## config.mk

```make
export PLATFORM = sky130hd
export DESIGN_NAME = edge_event_capture_flat
export DESIGN_NICKNAME = d
export VERILOG_FILES = /design/src/rtl/edge_pkg.sv /design/src/rtl/edge_event_capture_if.sv /design/src/rtl/edge_debounce_ch.sv /design/src/rtl/edge_event_capture.sv /design/src/flat_wrapper.sv
export SDC_FILE = /design/constraint.sdc
export NUM_CORES = 1
export LEC_CHECK = 0
export CAP_MARGIN = 0
export CORE_MARGIN = 5
export CORE_UTILIZATION = 51
export DETAILED_ROUTE_END_ITERATION = 10
export GPL_ROUTABILITY_DRIVEN = 0
export PLACE_DENSITY = 0.9
export SETUP_SLACK_MARGIN = 0.02
export SKIP_CTS_REPAIR_TIMING = 1
export SLEW_MARGIN = 20
export SYNTH_ARGS = -nofsm -noshare
export SYNTH_HDL_FRONTEND = slang
export SYNTH_SLANG_ARGS = --single-unit
```

## constraint.sdc

```tcl
create_clock -name clk -period 1.6 [get_ports clk]
set_input_delay 0.16 -clock clk [delete_from_list [all_inputs] [get_ports clk]]
set_output_delay 0.16 -clock clk [all_outputs]
set_load 0.02 [all_outputs]
```

## src/rtl/edge_pkg.sv

```systemverilog
// Shared types and sizing helpers for the edge event capture block.
package edge_pkg;

    typedef enum logic [1:0] {
        EDGE_OFF  = 2'b00,
        EDGE_RISE = 2'b01,
        EDGE_FALL = 2'b10,
        EDGE_BOTH = 2'b11
    } edge_mode_e;

    localparam int DEFAULT_DEBOUNCE_CYCLES = 4;

    // Counter must hold 0..DEBOUNCE_CYCLES.
    function automatic int dbc_cnt_width(input int cycles);
        return (cycles < 1) ? 1 : $clog2(cycles + 1);
    endfunction

endpackage

```

## src/rtl/edge_event_capture_if.sv

```systemverilog
// Channel inputs and event outputs of edge_event_capture; slave is the block side.
interface edge_event_capture_if #(
    parameter int CHANNELS = 4
);
    logic [CHANNELS-1:0]   a_i;
    logic [2*CHANNELS-1:0] mode_i;
    logic [CHANNELS-1:0]   clear_i;
    logic [CHANNELS-1:0]   level_o;
    logic [CHANNELS-1:0]   rising_edge_o;
    logic [CHANNELS-1:0]   falling_edge_o;
    logic [CHANNELS-1:0]   pending_o;
    logic                  irq_o;

    modport master (
        output a_i, mode_i, clear_i,
        input  level_o, rising_edge_o, falling_edge_o, pending_o, irq_o
    );

    modport slave (
        input  a_i, mode_i, clear_i,
        output level_o, rising_edge_o, falling_edge_o, pending_o, irq_o
    );
endinterface

```

## src/rtl/edge_debounce_ch.sv

```systemverilog
// One channel: synchroniser chain, debounce counter, filtered level and registered edge pulses.
// Filtered level and pulses update SYNC_STAGES+DEBOUNCE_CYCLES edges after the input change.
module edge_debounce_ch
    import edge_pkg::*;
#(
    parameter int SYNC_STAGES     = 2,
    parameter int DEBOUNCE_CYCLES = DEFAULT_DEBOUNCE_CYCLES
) (
    input  logic clk,
    input  logic reset,
    input  logic a_i,
    output logic level_o,
    output logic rise_o,
    output logic fall_o
);
    localparam int               CNT_W    = dbc_cnt_width(DEBOUNCE_CYCLES);
    localparam logic [CNT_W-1:0] CNT_LAST = CNT_W'(DEBOUNCE_CYCLES - 1);

    logic [SYNC_STAGES-1:0] sync_q, sync_d;
    logic [CNT_W-1:0]       cnt_q, cnt_d;
    logic                   flt_q, flt_d;
    logic                   rise_q, rise_d;
    logic                   fall_q, fall_d;
    logic                   sync;

    assign sync = sync_q[SYNC_STAGES-1];

    always_comb begin
        sync_d = {sync_q[SYNC_STAGES-2:0], a_i};
        cnt_d  = cnt_q;
        flt_d  = flt_q;
        rise_d = 1'b0;
        fall_d = 1'b0;
        if (sync == flt_q) begin
            cnt_d = '0;
        end else if (cnt_q == CNT_LAST) begin
            // New level has persisted long enough: accept it and pulse once.
            flt_d  = sync;
            cnt_d  = '0;
            rise_d = sync;
            fall_d = ~sync;
        end else begin
            cnt_d = cnt_q + 1'b1;
        end
    end

    always_ff @(posedge clk or negedge reset) begin
        if (!reset) begin
            sync_q <= '0;
            cnt_q  <= '0;
            flt_q  <= 1'b0;
            rise_q <= 1'b0;
            fall_q <= 1'b0;
        end else begin
            sync_q <= sync_d;
            cnt_q  <= cnt_d;
            flt_q  <= flt_d;
            rise_q <= rise_d;
            fall_q <= fall_d;
        end
    end

    assign level_o = flt_q;
    assign rise_o  = rise_q;
    assign fall_o  = fall_q;
endmodule

```

## src/rtl/edge_event_capture.sv

```systemverilog
// Multi-channel debounced edge detector with mode-gated sticky pending flags and one irq line.
// Pulses at SYNC_STAGES+DEBOUNCE_CYCLES edges after input change, pending one edge later; no backpressure.
module edge_event_capture
    import edge_pkg::*;
#(
    parameter int CHANNELS        = 4,
    parameter int SYNC_STAGES     = 2,
    parameter int DEBOUNCE_CYCLES = DEFAULT_DEBOUNCE_CYCLES
) (
    input  logic               clk,
    input  logic               reset,
    edge_event_capture_if.slave bus
);
    logic [CHANNELS-1:0] level;
    logic [CHANNELS-1:0] rise;
    logic [CHANNELS-1:0] fall;
    logic [CHANNELS-1:0] ev;
    logic [CHANNELS-1:0] pend_q, pend_d;
    edge_mode_e          mode_c;

    for (genvar c = 0; c < CHANNELS; c++) begin : g_ch
        edge_debounce_ch #(
            .SYNC_STAGES     (SYNC_STAGES),
            .DEBOUNCE_CYCLES (DEBOUNCE_CYCLES)
        ) u_ch (
            .clk     (clk),
            .reset   (reset),
            .a_i     (bus.a_i[c]),
            .level_o (level[c]),
            .rise_o  (rise[c]),
            .fall_o  (fall[c])
        );
    end

    // Mode only gates what reaches pending; the pulses themselves are never masked.
    always_comb begin
        ev     = '0;
        mode_c = EDGE_OFF;
        for (int c = 0; c < CHANNELS; c++) begin
            mode_c = edge_mode_e'(bus.mode_i[2*c +: 2]);
            ev[c]  = (rise[c] & ((mode_c == EDGE_RISE) || (mode_c == EDGE_BOTH))) |
                     (fall[c] & ((mode_c == EDGE_FALL) || (mode_c == EDGE_BOTH)));
        end
        pend_d = (pend_q & ~bus.clear_i) | ev;
    end

    always_ff @(posedge clk or negedge reset) begin
        if (!reset) begin
            pend_q <= '0;
        end else begin
            pend_q <= pend_d;
        end
    end

    assign bus.level_o        = level;
    assign bus.rising_edge_o  = rise;
    assign bus.falling_edge_o = fall;
    assign bus.pending_o      = pend_q;
    assign bus.irq_o          = |pend_q;
endmodule

```

## src/flat_wrapper.sv

```systemverilog
// flat-port wrapper written by rule: the top's interface ports become plain ports
module edge_event_capture_flat import edge_pkg::*;
#(
    parameter int CHANNELS        = 4,
    parameter int SYNC_STAGES     = 2,
    parameter int DEBOUNCE_CYCLES = DEFAULT_DEBOUNCE_CYCLES
)
  (clk, reset, bus_a_i, bus_mode_i, bus_clear_i, bus_level_o, bus_rising_edge_o, bus_falling_edge_o, bus_pending_o, bus_irq_o);
  edge_event_capture_if #(.CHANNELS(CHANNELS)) bus_i ();
  input  logic clk;
  input  logic reset;
  input wire logic [$bits(bus_i.a_i)-1:0] bus_a_i;
  input wire logic [$bits(bus_i.mode_i)-1:0] bus_mode_i;
  input wire logic [$bits(bus_i.clear_i)-1:0] bus_clear_i;
  output wire logic [$bits(bus_i.level_o)-1:0] bus_level_o;
  output wire logic [$bits(bus_i.rising_edge_o)-1:0] bus_rising_edge_o;
  output wire logic [$bits(bus_i.falling_edge_o)-1:0] bus_falling_edge_o;
  output wire logic [$bits(bus_i.pending_o)-1:0] bus_pending_o;
  output wire logic [$bits(bus_i.irq_o)-1:0] bus_irq_o;
  assign bus_i.a_i = bus_a_i;
  assign bus_i.mode_i = bus_mode_i;
  assign bus_i.clear_i = bus_clear_i;
  assign bus_level_o = bus_i.level_o;
  assign bus_rising_edge_o = bus_i.rising_edge_o;
  assign bus_falling_edge_o = bus_i.falling_edge_o;
  assign bus_pending_o = bus_i.pending_o;
  assign bus_irq_o = bus_i.irq_o;
  edge_event_capture #(.CHANNELS(CHANNELS), .SYNC_STAGES(SYNC_STAGES), .DEBOUNCE_CYCLES(DEBOUNCE_CYCLES)) u_core (.clk(clk), .reset(reset), .bus(bus_i));
endmodule
```

### Word-level counts from Yosys, hierarchy flattened

Index checks and enable logic that the tools add are counted.

| storage, ports and cells | value |
|---|---|
| flip-flop bits (word level) | 36 |
| logic and storage cells | 105 |

| cells by class | value |
|---|---|
| add/sub/neg operators | 4 |
| eq/ne operators | 20 |
| muxes and demuxes | 24 |
| bitwise gates (word level) | 23 |
| reduce and logical (&&, ||, !) cells | 13 |

Operators with widths:

| cell | number |
|---|---|
| $mux W3 | 8 |
| $eq A2 B2 Y1 const B | 8 |
| $mux W1 | 16 |
| $add A3 B1 Y3 const B | 4 |
| $eq A3 B2 Y1 const B | 4 |
| $and A1 B1 Y1 | 8 |
| $eq A2 B1 Y1 const B | 4 |
| $logic_or A1 B1 Y1 | 8 |
| $not A1 Y1 | 8 |
| $reduce_and A2 Y1 | 4 |
| $and A4 B4 Y4 | 1 |
| $eq A1 B1 Y1 | 4 |
| $not A4 Y4 | 1 |
| $or A1 B1 Y1 | 4 |
| $or A4 B4 Y4 | 1 |
| $reduce_or A4 Y1 | 1 |

### Depth between registers and ports, before layout

Gate-level depths: netlist (run 1).

| logic depth | value |
|---|---|
| word-level depth | 5 |
| mapped depth | 3 |
| mapped depth without buffers | 3 |

### Hierarchy

From an unflattened synthesis (run 1), not the netlist that was laid out.

| second synthesis, totals | value |
|---|---|
| cells, all modules | 85 |
| area total of the unflattened synthesis | 1312.5 um^2 |

Modules (own cells, without submodules):

| module | instances | cells each | area each (um^2) |
|---|---|---|---|
| edge_debounce_ch | 4 | 17 | 285.3 |
| edge_event_capture | 1 | 17 | 171.4 |

### Least setup slack after synthesis (run 1)

No wires, ideal clock.

| timing path | value |
|---|---|
| kind | reg-to-reg |
| from | reg u_core.g_ch[0].u_ch.cnt_q[0] |
| to | reg u_core.g_ch[0].u_ch.flt_q |
| arrival | 0.991 ns |
| data required time | 1.475 ns |
| setup slack | 0.484 ns |
| cell stages (with the launch flop) | 4 |
| period minus slack after synthesis | 1.116 ns |
| cell sequence | dfrtp_1 -> ha_1 -> nand2b_4 -> mux2_2 |

| on the way | value |
|---|---|
| word-level cells in the longest chain between the ends | 2 |

RTL lines:

| item | line | source |
|---|---|---|
| from (decl) | edge_debounce_ch.sv:20 | `logic [CNT_W-1:0] cnt_q, cnt_d;` |
| from (signal assigned) | edge_debounce_ch.sv:56 | `cnt_q <= cnt_d;` |
| $eq A3 B2 Y1 | edge_debounce_ch.sv:36 | `end else if (cnt_q == CNT_LAST) begin` |
| $reduce_and A2 Y1 (no source line) | - |  |
| to (signal assigned) | edge_debounce_ch.sv:57 | `flt_q <= flt_d;` |
| to (decl) | edge_debounce_ch.sv:21 | `logic flt_q, flt_d;` |

Every way passes these cells.
A chain may end at the register's enable or synchronous reset.

### Worst setup path after layout (run 1)

| timing path | value |
|---|---|
| from | reg u_core.pend_q[3], in the netlist u_core.bus.pending_o[3] |
| to | out bus_pending_o[3] |

RTL lines:

| item | line | source |
|---|---|---|
| from (decl) | edge_event_capture.sv:18 | `logic [CHANNELS-1:0] pend_q, pend_d;` |
| from (signal assigned) | edge_event_capture.sv:51 | `pend_q <= pend_d;` |
| to (decl) | flat_wrapper.sv:18 | `output wire logic [$bits(bus_i.pending_o)-1:0] bus_pending_o;` |

No word-level cell between the ends.

==> summary.md, run 1 <==
| Metric | Value |
|---|---|
| Synth warn | 0 |
| First-pass GRT wire length | 4080 um |
| Post-synthesis cell type count | 12 |
| Worst Max-Slew Pin Slew | ~440 ps |
| Final setup viols | 0 |
| Total track usage | roughly an eighth |
| Crit-path cells | clkdlybuf4s50_1 |
| Port buffer count | 34 |
| Via count | about 790 |
| Synth Area per Inst | about 14 um2 |
| Remaining DRCs | 0 |
| Setup CP Type | register to primary output |
| Sw power | about 0.69 mW |
| CP delay by family, top | buffers and inverters |
| Reg2reg start | u_core.g_ch[3].u_ch.cnt_q[0]$_DFF_PN0_ |
| R2R setup slack | 410 ps |
| Logic gate share of total power | a little over 30% |
| Setup TNS | 0 ps |
| First drt pass iteration count | 4 |
| FMAX | 681 MHz |
| Cells after Synth | 97 |
| Fill count | 209 |
| Sink Count | 36 |
| H-tree levels | 2 |
| Clk network pwr share | 17.0% |
| Hold WC Path Type | input pin to async pin |
| CTS tree | built |
| DIE WIDTH | between 60 and 70 um |
| CTS Buf Count | 5 |
| Bufs on Longest Clock Path | 2 |
| Compound-Gate Fraction of Synth Area | 3.57% |
| Synth area leader | dfrtp_1 |
| Total die area | between 3000 and 4000 um2 |
| WL/cell | 14.8 um |
| CP endpoint kind | primary output |
| Synth Area in Simple Gates | 15.4% |
| Row count | 19 |
| Fin crit period | 1470 ps |
| Hpwl dp | 1740 um |
| Largest net degree at the start of global routing | 37 |
| Die Y-Extent | around 62 um |
| Xor-xnor portion of the synthesized cell area | 2.50% |
| CP startpoint | u_core.bus.pending_o[3]$_DFF_PN0_ |
| Sw Ratio | 30.0% |
| Nets | 149 |
| Core Area | around 2700 um2 |
| Post-DRT Antenna Nets | 0 |
| Vias in the first global route | around 900 |
| Clock Latency Late Sink | 310 ps |
| Worst path required time | 1440 ps |
| Static leakage | 0.817 nW |
| Starting Density | 52.2% |
| RSZ-0062 raised after global routing | false |
| Adder-Cell Fraction of Synth Area | 3.57% |
| Post-Syn Area | between 1000 and 1500 um2 |
| Largest family of logic cells by synthesized area | simple AND/OR/NAND/NOR gates |
| Finished Cell Area | 1750 um2 |
| Final Util | 65.1% |
| Placed cell count | roughly 150 |
| DRT iter0 DRCs | 12 |
| Finished Layout Cells | 156 |
| Cell depth of the worst setup path | 1 |
| Total wire length | 2320 um |
| Pwr dens | approximately 1300 nW/um2 |
| Slew Viols, Final | 0 |
| Skew final | 8.41 ps |
| Pint | 1.60 mW |
| Mux cell area share after synthesis | 3.21% |
| CP max FO | 2 |
| Max VDD drop | 0.843 mV |
| Seq cells post-synth | 36 |
| Grt ovf | 0 |
| Crit path DAT | 1310 ps |
| Synth Net Count | around 120 |
| Crit path buffers/inverters | 1 |
| Worst R2R End | u_core.g_ch[3].u_ch.level_o$_DFFE_PN0P_ |
| Top post-synthesis cells by area | dfrtp_1 64%, nor3b_1 8.6%, buf_4 6.4%, nand2b_4 3.9%, ha_1 3.6% |
| Post-synthesis sequential area ratio | 64.2% |
| CTS root buffer | clkbuf_4 |
| Initial antenna violation count | 0 |
| Reg power frac | 52.3% |
| Clock transition at path regs | 90 ps |
| CP Launch Type | register |
| IO Count | 35 |
| Fin. Hold Viols | 0 |
| Synth top area share | between 60% and 70% |
| # diodes | 0 |
| Layout area overhead | 24.7% |
| Total of max-cap violations | 0 |
| CP max stage delay | 630 ps |
| Via density per instance | around 5.1 |
| Dpl cell area | 1700 um2 |
| Slew HR | between 70% and 80% |
| Final period utilization | approximately nine tenths |
| Share of cells above drive strength 1 | 11.2% |
| Critical-path top delay cell | clkdlybuf4s50_1 |
| Status | finished clean |
| Worst r2r path cells | 3 |
==> final cells by class <==
type / count / area (um2) / area share [%]
flip-flops and latches: 36 / 901 / 51.5
multi-input cells: 45 / 397 / 22.7
repair buffers: 35 / 360 / 20.6
well taps: 31 / 38.8 / 2.22
clock buffers: 5 / 37.5 / 2.15
inverters: 4 / 15.0 / 0.858
==> metal layers <==
metal,wire length (um),vias to the layer above,GRT usage [%]
li1,-,376,-
met4,17,0,3.98
met2,1150,26,21.0
met3,184,2,6.47
met1,966,389,15.4
met5,0,-,0
==> registers in the layout, summed over array words and instances, names as in the netlist <==
signal and flops:
u_core.g_ch.u_ch.cnt_q 12, u_core.g_ch.u_ch.rise_o 4, u_core.g_ch.u_ch.fall_o 4, u_core.g_ch.u_ch.level_o 4, u_core.g_ch.u_ch.sync_q 8, u_core.bus.pending_o 4
==> worst max path at each step <==
stage / to
floorplan: u_core.g_ch[0].u_ch.level_o$_DFFE_PN0P_
global placement: bus_irq_o
detailed placement: bus_irq_o
CTS: bus_irq_o
global route: bus_falling_edge_o[2]
finish: bus_pending_o[3]
==> power groups by stage <==
| stage | registers (mW) | logic [mW] | clock network (mW) |
|---|---|---|---|
| 2_1_floorplan | 1.20 | 0.511 | 0 |
| 3_3_place_gp | 1.20 | 0.696 | 0 |
| 3_5_place_dp | 1.22 | 0.725 | 0 |
| 4_1_cts | 1.20 | 0.729 | 0.405 |
| 5_1_grt | 1.22 | 0.785 | 0.451 |
| 6_report | 1.20 | 0.703 | 0.388 |
==> synthesized netlist by cell type <==
cell type,count
buf_4,12
nand4_1,1
nor3b_1,16
dfrtp_1,36
nand2b_4,4
and3b_1,4
a22oi_1,4
inv_1,4
xnor2_1,4
o21ai_0,4
ha_1,4
mux2_2,4
==> logic make-up (layout without fill, tap and decap cells) <==
| logic type | count (synthesis) | after routing |
|---|---|---|
| flip-flops | 36 | 36 |
| AO/OA/AOI/OAI | 8 | 8 |
| multiplexers | 4 | 4 |
| buffers and inverters | 16 | 44 |
| AND/OR/NAND/NOR | 25 | 25 |
| adder cells (fa/ha/maj) | 4 | 4 |
| XOR/XNOR | 4 | 4 |
==> placed cells by master (no fill, tap or decap) <==
master / instances
dlymetal6s2s_1: 5
mux2_2: 4
clkdlybuf4s50_1: 29
nand2b_4: 4
buf_4: 1
a22oi_1: 4
ha_1: 4
nand4_1: 1
clkbuf_4: 5
inv_1: 4
nor3b_1: 16
o21ai_0: 4
xnor2_1: 4
and3b_1: 4
dfrtp_1: 36
==> metrics by stage <==
step           power, mW  hold WS [ps]  worst slack, ps
2_1_floorplan       1.72          -136              484
3_3_place_gp        1.90           332              395
3_5_place_dp        1.95           336              351
4_1_cts             2.34           249            -12.2
5_1_grt             2.46           270             73.2
6_report            2.29           244              132
Note: power is estimated with default switching activity, not from simulation.
==> run 2, diff against run 1 <==
- ABC_AREA: not set -> 0
==> results of run 2 <==
The final DEF is identical to that of run 1; final timing and power are the same.
